### src/rtl/fill_pkg.sv
// Shared definitions for the fill auditor: controller states, default
// box geometry and counter widths.
package fill_pkg;

   localparam int unsigned MAX_PILLS       = 20;
   localparam int unsigned BOTTLES_PER_BOX = 40;

   localparam int unsigned PILL_W   = 5;
   localparam int unsigned BOTTLE_W = 6;
   localparam int unsigned TOTAL_W  = 10;

   typedef enum logic [2:0] {
      ST_IDLE,
      ST_COUNT,
      ST_VERIFY,
      ST_BOX_FULL,
      ST_FAULT
   } state_t;

endpackage

### src/rtl/fill_counter.sv
// Width-parameterised up-counter with synchronous clear, load and increment.
// Priority is reset/clear, then load, then increment.
module fill_counter #(
   parameter int unsigned WIDTH = 8
) (
   input  logic             clock,
   input  logic             rst,
   input  logic             clear,
   input  logic             inc,
   input  logic             load,
   input  logic [WIDTH-1:0] load_val,
   output logic [WIDTH-1:0] count
);

   always_ff @(posedge clock) begin
      if (rst || clear) begin
         count <= '0;
      end else if (load) begin
         count <= load_val;
      end else if (inc) begin
         count <= count + WIDTH'(1);
      end
   end

endmodule

### src/rtl/fill_auditor.sv
// Pill-filling line auditor: counts pills per bottle against a latched target,
// verifies each bottle, accumulates per-box totals and latches faults.
module fill_auditor #(
   parameter int unsigned BOTTLES_PER_BOX = fill_pkg::BOTTLES_PER_BOX,
   parameter int unsigned MAX_PILLS       = fill_pkg::MAX_PILLS
) (
   input  logic                          clock,
   input  logic                          rst,
   input  logic                          enable,
   input  logic [fill_pkg::PILL_W-1:0]   target,
   input  logic                          pill_pulse,
   input  logic                          bottle_done,
   input  logic                          next_box,
   output logic [fill_pkg::PILL_W-1:0]   pill_cnt,
   output logic [fill_pkg::BOTTLE_W-1:0] bottle_cnt,
   output logic [fill_pkg::TOTAL_W-1:0]  total_cnt,
   output logic                          bottle_ok,
   output logic                          bottle_err,
   output logic                          cfg_err,
   output logic                          box_done,
   output logic                          fault
);

   import fill_pkg::*;

   state_t              state_q, state_d;
   logic [PILL_W-1:0]   target_q;
   logic                ok_q, err_q, ok_d, err_d;
   logic                legal, latch, clr_all;
   logic                pill_inc, pill_clr, pill_ld;
   logic                bot_inc, tot_ld;
   logic                box_will_fill;

   assign legal         = (target != '0) && (32'(target) <= MAX_PILLS);
   assign box_will_fill = (32'(bottle_cnt) + 32'd1) == BOTTLES_PER_BOX;

   always_comb begin
      state_d  = state_q;
      clr_all  = 1'b0;
      latch    = 1'b0;
      pill_inc = 1'b0;
      pill_clr = 1'b0;
      pill_ld  = 1'b0;
      bot_inc  = 1'b0;
      tot_ld   = 1'b0;
      ok_d     = 1'b0;
      err_d    = 1'b0;
      if (!enable) begin
         state_d = ST_IDLE;
         clr_all = 1'b1;
      end else begin
         case (state_q)
            ST_IDLE: begin
               clr_all = 1'b1;
               if (legal) begin
                  latch   = 1'b1;
                  state_d = ST_COUNT;
               end
            end
            ST_COUNT: begin
               // An overfilling pill wins over a coincident bottle change.
               if (pill_pulse && (pill_cnt == target_q)) begin
                  state_d = ST_FAULT;
               end else begin
                  pill_inc = pill_pulse;
                  if (bottle_done) state_d = ST_VERIFY;
               end
            end
            ST_VERIFY: begin
               if (pill_cnt == target_q) begin
                  ok_d    = 1'b1;
                  bot_inc = 1'b1;
                  tot_ld  = 1'b1;
                  pill_ld  = pill_pulse;
                  pill_clr = !pill_pulse;
                  state_d = box_will_fill ? ST_BOX_FULL : ST_COUNT;
               end else begin
                  err_d   = 1'b1;
                  state_d = ST_FAULT;
               end
            end
            ST_BOX_FULL: begin
               if (pill_pulse || bottle_done) begin
                  state_d = ST_FAULT;
               end else if (next_box) begin
                  state_d = ST_IDLE;
                  clr_all = 1'b1;
               end
            end
            ST_FAULT: begin
               if (next_box) begin
                  state_d = ST_IDLE;
                  clr_all = 1'b1;
               end
            end
            default: state_d = ST_IDLE;
         endcase
      end
   end

   always_ff @(posedge clock) begin
      if (rst) begin
         state_q  <= ST_IDLE;
         target_q <= '0;
         ok_q     <= 1'b0;
         err_q    <= 1'b0;
      end else begin
         state_q <= state_d;
         if (latch) target_q <= target;
         ok_q    <= ok_d;
         err_q   <= err_d;
      end
   end

   fill_counter #(.WIDTH(PILL_W)) u_pill (
      .clock    (clock),
      .rst      (rst),
      .clear    (clr_all || pill_clr),
      .inc      (pill_inc),
      .load     (pill_ld),
      .load_val (PILL_W'(1)),
      .count    (pill_cnt)
   );

   fill_counter #(.WIDTH(BOTTLE_W)) u_bottle (
      .clock    (clock),
      .rst      (rst),
      .clear    (clr_all),
      .inc      (bot_inc),
      .load     (1'b0),
      .load_val ('0),
      .count    (bottle_cnt)
   );

   fill_counter #(.WIDTH(TOTAL_W)) u_total (
      .clock    (clock),
      .rst      (rst),
      .clear    (clr_all),
      .inc      (1'b0),
      .load     (tot_ld),
      .load_val (total_cnt + TOTAL_W'(target_q)),
      .count    (total_cnt)
   );

   assign bottle_ok  = ok_q;
   assign bottle_err = err_q;
   assign cfg_err    = (state_q == ST_IDLE) && enable && !legal;
   assign box_done   = (state_q == ST_BOX_FULL);
   assign fault      = (state_q == ST_FAULT);

endmodule

### config.mk
export PLATFORM = sky130hd
export DESIGN_NAME = fill_auditor
export DESIGN_NICKNAME = d
export VERILOG_FILES = /design/src/rtl/fill_pkg.sv /design/src/rtl/fill_counter.sv /design/src/rtl/fill_auditor.sv
export SDC_FILE = /design/constraint.sdc
export NUM_CORES = 1
export LEC_CHECK = 0
export CORE_MARGIN = 2
export CORE_UTILIZATION = 65
export CTS_BUF_LIST = sky130_fd_sc_hd__clkbuf_8
export DETAILED_ROUTE_END_ITERATION = 10
export DONT_BUFFER_PORTS = 1
export GPL_TIMING_DRIVEN = 0
export MAX_ROUTING_LAYER = met4
export PLACE_DENSITY = 0.9
export SYNTH_ARGS = -nofsm -noshare
export SYNTH_HDL_FRONTEND = slang
export SYNTH_SLANG_ARGS = --single-unit
### constraint.sdc
create_clock -name clock -period 5.6 [get_ports clock]
set_input_delay 1.12 -clock clock [delete_from_list [all_inputs] [get_ports clock]]
set_output_delay 1.12 -clock clock [all_outputs]
set_load 0.03 [all_outputs]
; Yosys cells after proc, flatten, opt, wreduce, memory -nomap -nowiden
; Cells that the tools add are included.
[word_totals]
out_inout_bits = 26
latchBits = 0
reg_bits = 31
mem_bits_rw = 0
in_bits = 11
n_memories = 0
wordCells = 70
rom_bits = 0
[classes]
reduce_logical = 17
add_sub_neg = 4
n_bitwise = 2
n_mul = 0
order_cmp = 1
eq_ne = 8
mux = 30
n_div = 0
n_shift = 0
[op_table]
columns = operator, n
row1 = $mux W1, 21
row2 = $mux W3, 6
row3 = $pmux W3 S5, 1
row4 = $add A10 B5 Y10, 1
row5 = $add A6 B1 Y7 const B, 1
row6 = $eq A7 B6 Y1 const B, 1
row7 = $add A6 B1 Y6 const B, 1
row8 = $eq A3 B2 Y1 const B, 2
row9 = $add A5 B1 Y5 const B, 1
row10 = $eq A5 B5 Y1, 1
row11 = $le A5 B5 Y1 const B, 1
row12 = $reduce_bool A5 Y1, 1
row13 = $logic_and A1 B1 Y1, 4
row14 = $logic_or A1 B1 Y1, 4
row15 = $reduce_or A2 Y1, 2
row16 = $eq A3 B1 Y1 const B, 1
row17 = $eq A3 B3 Y1 const B, 1
row18 = $logic_not A3 Y1, 1
row19 = $ne A3 B3 Y1 const B, 1
row20 = $pmux W1 S3, 1
row21 = $reduce_or A3 Y1, 1
row22 = $logic_not A1 Y1, 2
row23 = $mux W2, 1
row24 = $ne A2 B2 Y1 const B, 1
row25 = other kinds (3), 4

; Longest topological paths before layout
; Gate-level depths: netlist of run 1.
[logic_depth]
ltp_word = 7
depth_mapped = 7
mapped_depth_nobuf = 7

; Cells and area by module
; From an unflattened synthesis of run 1, not the netlist that was laid out.
[unflattened]
cells_unflattened = 249
hier_area_um2 = 2037.0
[modules_own_cells]
columns = mod, n_inst, area_each_um2, cells_each
row1 = fill_auditor, 1, 938.4, 125
row2 = fill_counter at u_total, 1, 556.8, 62
row3 = fill_counter at u_bottle, 1, 300.3, 34
row4 = fill_counter at u_pill, 1, 241.5, 28

; Worst setup path after synthesis of run 1
; OpenSTA, ideal clock, no wires.
[synth_timing]
path_type = input-to-output
startpoint = in target[0] (netlist bit)
endpoint = out cfg_err
arrival_time_ps = 2209
slack_ps = 2271
required_time_ps = 4480
stages = 3
path_cell_list = or4_1 o21a_1 and3b_1
[synth_between]
elab_chain_len = 4
[synth_lines]
columns = element, line_no
row1 = from (decl), fill_auditor.sv:10  ; input logic [fill_pkg::PILL_W-1:0] target,
row2 = $le A5 B5 Y1 or $reduce_bool A5 Y1 (tied branches), fill_auditor.sv:34  ; assign legal = (target != '0) && (32'(target) <= MAX_PILLS);
row3 = $logic_and A1 B1 Y1 (*), fill_auditor.sv:34
row4 = $logic_not A1 Y1 (*), fill_auditor.sv:147  ; assign cfg_err = (state_q == ST_IDLE) && enable && !legal;
row5 = $logic_and A1 B1 Y1 (*), fill_auditor.sv:147
row6 = to (decl), fill_auditor.sv:19  ; output logic cfg_err,
; Every way passes the cells marked *; elsewhere a longest branch is shown, timed or not.

; Worst setup path in the final report of run 1
; Ends and elaborated chain as after synthesis.

==> summary.md, run 1 <==
| Metric | Value |
|---|---|
| Outcome | `complete, no violations` |
| Core Area | `around 2500 um2` |
| PwrDens | `~250 nW/um2` |
| Setup crit start kind | `primary input` |
| Cell Area, Synth | `~1700 um2` |
| Ys async rst share | `0` |
| Total CTS buffers | `5` |
| Worst-margin pin slew | `0.6869 ns` |
| Top FF cell, synth | `dfxtp_1` |
| Reg2Reg Setup Slack | `roughly 3.2 ns` |
| Top-count cell post-synth | `dfxtp_1` |
| Pre-antenna DRT Iters | `4` |
| Post-synthesis cell type count | `between 40 and 50` |
| Drt wl/cell | `17.24 um` |
| Routed vias/inst | `~6.5` |
| Cell total after placement | `roughly 230` |
| Worst-case hold path end point | `target_q[4]` |
| Crit-path max FO | `3` |
| Vias in the first global route | `~1500` |
| # DRC | `0` |
| Finished Core Util | `0.7401` |
| First-pass GRT wire length | `6451 um` |
| Die Height | `55.86 um` |
| Slew HR | `0.5385` |
| R2R cell count | `5` |
| Synth Net Count | `around 220` |
| Synth warn | `0` |
| Post-synthesis register bit count | `31` |
| Antenna diode count | `0` |
| RSZ-0062 raised after global routing | `no` |
| Power, Total | `0.4595 mW` |
| TritonCTS clock tree | `built` |
| CTS hold repair buffers | `0` |
| Final Setup Violations | `0` |
| Routed Antenna Nets | `0` |
| Maximum VDD drop | `~0.26 mV` |
| Die area | `3120 um2` |
| R2R Path End | `state_q[1]` |
| Area Overhead vs Synth | `6.800%` |
| CP endpoint kind | `primary output` |
| Sink Count | `31` |
| Max H-tree Level | `2` |
| R2R Path Start | `u_pill.count[0]` |
| Leakage | `0.7229 nW` |
| Initial core utilization | `0.6930` |
| Final nets | `225` |
| Syn avg cell area | `a little under 9 um2` |
| Clock Root Buffer | `clkbuf_8` |
| WHS Path Cells | `2` |
| Final Hold Fails | `0` |
| # IOs | `37` |
| Setup Crit Path Kind | `primary input to primary output` |
| Setup TNS | `0 ns` |
| Min-Delay Path Class | `flop to flop` |
| Synth area leader | `dfxtp_1` |
| FP Rows | `18` |
| Max clock buf depth | `2` |
| Top-area cell type share of the netlist area | `0.3550` |
| DR iter-0 viols | `93` |
| Number of max-cap violations | `0` |
| Initial antenna violation count | `0` |
| Largest net degree at the start of global routing | `11` |
| Post-synth EDFFs | `0` |
| Setup Buffers After CTS | `0` |
| Total track usage | `0.2703` |
| Reg clk slew, reported paths | `0.06 ns` |
| Commonest cells in the netlist | `31 x dfxtp_1, 30 x nor2_1, 13 x xnor2_1, 12 x nand2_1` |
| Seq/Total Area, Yosys | `0.3550` |
| Die Wd | `55.86 um` |
| Max Slew Vio Count | `0` |
| Ratio of cells with drive above 1 in the final layout | `0.06280` |
| Worst Path Arrival | `2.31 ns` |
| Min Tclk post-route | `3.426 ns` |
| Port Buf Inserts | `0` |
| Final std cells w/o fill | `between 200 and 250` |
| Post_cts resized | `0` |
| Cells after Synth | `approximately 200` |
| Total number of vias | `1542` |
| Overall routed net length | `4087 um` |
| Skew final | `0.008276 ns` |
| Final Cycle Share | `0.6118` |
| Synth area leaders | `dfxtp_1 36%, xnor2_1 6.5%, nor2_1 6.4%, mux2i_1 6.3%, ha_1 5.0%` |
| Total gr overflow | `0` |
| Required @ worst endpoint | `4.48 ns` |
| Detail Placement HPWL | `between 3000 and 4000 um` |
| Worst-Skew Late Latency | `0.29 ns` |
| Fmax | `approximately 0.29 GHz` |
| Gp weighted congestion | `0.8411` |
| Min-delay src | `target_q[4]` |
==> worst max-delay path, stage by stage <==
cell and delay [ns]:
or4_1 0.55, o21a_1 0.22, and3b_1 0.41
==> power by group <==
| group | internal (mW) | switching, mW |
|---|---|---|
| logic | 0.0230 | 0.0407 |
| registers | 0.225 | 0.00664 |
| clock network | 0.0833 | 0.0809 |
==> layer usage <==
metal / wire length (um) / GRT usage / up-vias
met3: 358 / 0.09302 / 7
met5: 0 / - / -
met4: 58 / 0.1020 / 0
li1: - / - / 737
met2: 2087 / 0.4575 / 75
met1: 1582 / 0.2930 / 723
==> registers in the layout (all words and copies together) (netlist names) <==
register and cells:
bottle_err 1, state_q 3, bottle_ok 1, u_pill.count 5, target_q 5, u_bottle.count 6, u_total.count 10
==> final cells by class <==
cell class | instances | area [um2]
Tap cell | 30 | 37.54
Sequential cell | 31 | 620.6
Buffer | 5 | 20.02
Inverter | 3 | 11.26
Clock buffer | 5 | 68.82
Multi-Input combinational cell | 160 | 1096
Clock inverter | 3 | 12.51
Fill cell | 186 | 655.6
==> layout by cell type, fill, tap and decap left out, drive strengths merged, types with 4 or more instances in the layout <==
cell    count
ha          7
o21a        5
mux2i      11
xor2        4
nor3        6
clkbuf      9
a21oi      11
dfxtp      31
nor2       30
xnor2      13
nand3       7
a211oi      7
nand2      12
o21ai       8
inv         5
==> metrics by stage <==
| step | setup WS, ns | cell area, um2 | hold WS [ns] |
|---|---|---|---|
| 2_1_floorplan | 2.271 | 1748 | 0.5108 |
| 3_3_place_gp | 2.212 | 1785 | 0.5475 |
| 3_5_place_dp | 2.187 | 1785 | 0.5653 |
| 4_1_cts | 2.179 | 1867 | 0.5745 |
| 5_1_grt | 2.156 | 1867 | 0.5803 |
| 6_report | 2.174 | 1867 | 0.5726 |
==> how the worst max path moves through the flow <==
stage	cells past startpoint	slack, ns	from	end
after floorplan	3	2.27	target[0]	cfg_err
after global placement	3	2.21	target[0]	cfg_err
after detailed placement	3	2.19	target[0]	cfg_err
after CTS	3	2.18	target[0]	cfg_err
after global routing	3	2.16	target[0]	cfg_err
final	3	2.17	target[0]	cfg_err
==> logic make-up (layout without fill, tap and decap cells) <==
logic type | count (synthesis) | count (layout) | share of synthesized area
buffers and inverters | 8 | 16 | 0.01789
AND/OR/NAND/NOR | 83 | 83 | 0.2627
AO/OA/AOI/OAI | 41 | 41 | 0.1546
flip-flops | 31 | 31 | 0.3550
XOR/XNOR | 17 | 17 | 0.08518
adder cells (fa/ha/maj) | 8 | 8 | 0.06156
multiplexers | 11 | 11 | 0.06299
Power figures use the tool's default switching activity.
==> run 2: changes to the inputs <==
CORE_UTILIZATION = 59   (was 65)
PLACE_DENSITY = 0.87   (was 0.9)
clock period = 3.1 ns   (was 5.6 ns; I/O delays follow)
==> summary.md, run 2 (synthesis gave the netlist of run 1 again) <==
| Metric | Value |
|---|---|
| Outcome | `complete, no violations` |
| Finished Core Util | `0.6847` |
| Max H-tree Level | `2` |
| Ratio of cells with drive above 1 in the final layout | `0.07246` |
| Initial antenna violation count | `0` |
| Post_cts resized | `0` |
| Commonest non-fill, non-tap cell in the layout | `dfxtp_1` |
| TritonCTS clock tree | `built` |
| Gp weighted congestion | `0.9201` |
| CP endpoint kind | `flop` |
| # IOs | `37` |
| Worst-Skew Late Latency | `0.28 ns` |
| Die Height | `58.43 um` |
| Final std cells w/o fill | `238` |
| Crit-path max FO | `8` |
| Setup ws final | `0.6753 ns` |
| Antenna diode count | `0` |
| Skew final | `~0.0065 ns` |
| Detail Placement HPWL | `roughly 3100 um` |
| DR iter-0 viols | `84` |
| Max reg flops | `10` |
| Number of max-cap violations | `0` |
| # DRC | `0` |
| Setup crit start kind | `flop` |
| Initial core utilization | `0.6284` |
| Pre-CTS setup slack | `0.6918 ns` |
| Total number of vias | `1552` |
| Drt wl/cell | `approximately 17 um` |
| Max clock buf depth | `2` |
| Die Wd | `58.43 um` |
| Leakage | `~0.73 nW` |
| Clock Root Buffer | `clkbuf_8` |
| PwrDens | `497.1 nW/um2` |
| Core Area | `~2800 um2` |
| Routed vias/inst | `6.521` |
| RSZ-0062 raised after global routing | `no` |
| Most flops, register | `u_total.count` |
| Worst Path Arrival | `2.61 ns` |
| Min-Delay Path Class | `primary input to flop` |
| Min Tclk post-route | `2.425 ns` |
| Port Buf Inserts | `0` |
| Pre-antenna DRT Iters | `4` |
| Setup TNS | `0 ns` |
| Biggest regs | `u_total.count x10, u_bottle.count x6` |
| Fmax | `0.4124 GHz` |
| Leading cell types in the layout, fill and taps excluded | `31 x dfxtp_1, 30 x nor2_1, 13 x xnor2_1` |
| Die area | `3414 um2` |
| Required @ worst endpoint | `3.28 ns` |
| Power, Total | `0.9466 mW` |
| Overall routed net length | `4115 um` |
| Worst-margin pin slew | `0.7276 ns` |
| Cell total after placement | `230` |
| Final Cycle Share | `0.7821` |
| Routed Antenna Nets | `0` |
| CTS hold repair buffers | `0` |
| Total track usage | `0.2612` |
| Total CTS buffers | `5` |
| Sink Count | `31` |
| # fillers | `210` |
| Final nets | `225` |
| Setup Buffers After CTS | `0` |
| Max Slew Vio Count | `0` |
| Final Hold Fails | `0` |
| FP Rows | `19` |
| First-pass GRT wire length | `6617 um` |
| Vias in the first global route | `roughly 1500` |
| Maximum VDD drop | `0.4962 mV` |
| Area Overhead vs Synth | `8.948%` |
| Slew HR | `0.5112` |
| Largest net degree at the start of global routing | `11` |
| Total gr overflow | `0` |
| Final Setup Violations | `0` |
| Setup Crit Path Kind | `flop to flop` |
| Reg clk slew, reported paths | `0.07 ns` |
==> run 2: cell types whose count changed in the layout (fill, tap and decap cells not counted), sizes merged <==
cell and delta:
inv -2, clkbuf +1, bufinv +1
==> run 2: routing by layer <==
| layer | GRT usage | vias to the layer above | part of all wire |
|---|---|---|---|
| li1 | - | 743 | - |
| met1 | 0.2739 | 737 | 0.41 |
| met2 | 0.4350 | 66 | 0.51 |
| met3 | 0.09890 | 6 | 0.072 |
| met4 | 0.1163 | 0 | 0.012 |
| met5 | - | - | 0 |
==> run 2: final timing paths <==
check,startpoint,end,slack [ns],cells past startpoint
max reg2reg,u_pill.count[0],state_q[1],0.68,5
max,u_pill.count[0],state_q[1],0.68,5
min reg2reg,target_q[0],target_q[0],0.56,2
min,rst,target_q[0],0.41,1
==> run 2: layout make-up <==
cell class	instances	area (um2)	area share
Inverter	3	11.26	0.005913
Sequential cell	31	620.6	0.3259
Clock buffer	6	82.58	0.04336
Buffer	5	20.02	0.01051
Multi-Input combinational cell	160	1096	0.5756
Clock inverter	2	35.03	0.01840
Tap cell	31	38.79	0.02037
==> run 2: critical path, cell delays in order, from the launching register on <==
cell	delay (ns)
dfxtp_1	0.64
xnor2_1	0.20
nand3_1	0.29
nor3_1	0.70
a211oi_1	0.21
nor4b_1	0.30
==> run 2: through the flow <==
| step | hold slack (ns) | cell area [um2] |
|---|---|---|
| finish | 0.4098 | 1904 |
| global route | 0.3901 | 1904 |
| CTS | 0.4006 | 1904 |
| detailed placement | 0.5475 | 1787 |
| global placement | 0.5438 | 1787 |
| floorplan | 0.5108 | 1748 |
==> run 2: power by group <==
| part | switching [mW] | total, mW | internal [mW] |
|---|---|---|---|
| combinational | 0.0726 | 0.114 | 0.0416 |
| sequential | 0.0119 | 0.418 | 0.406 |
| clock | 0.154 | 0.414 | 0.260 |
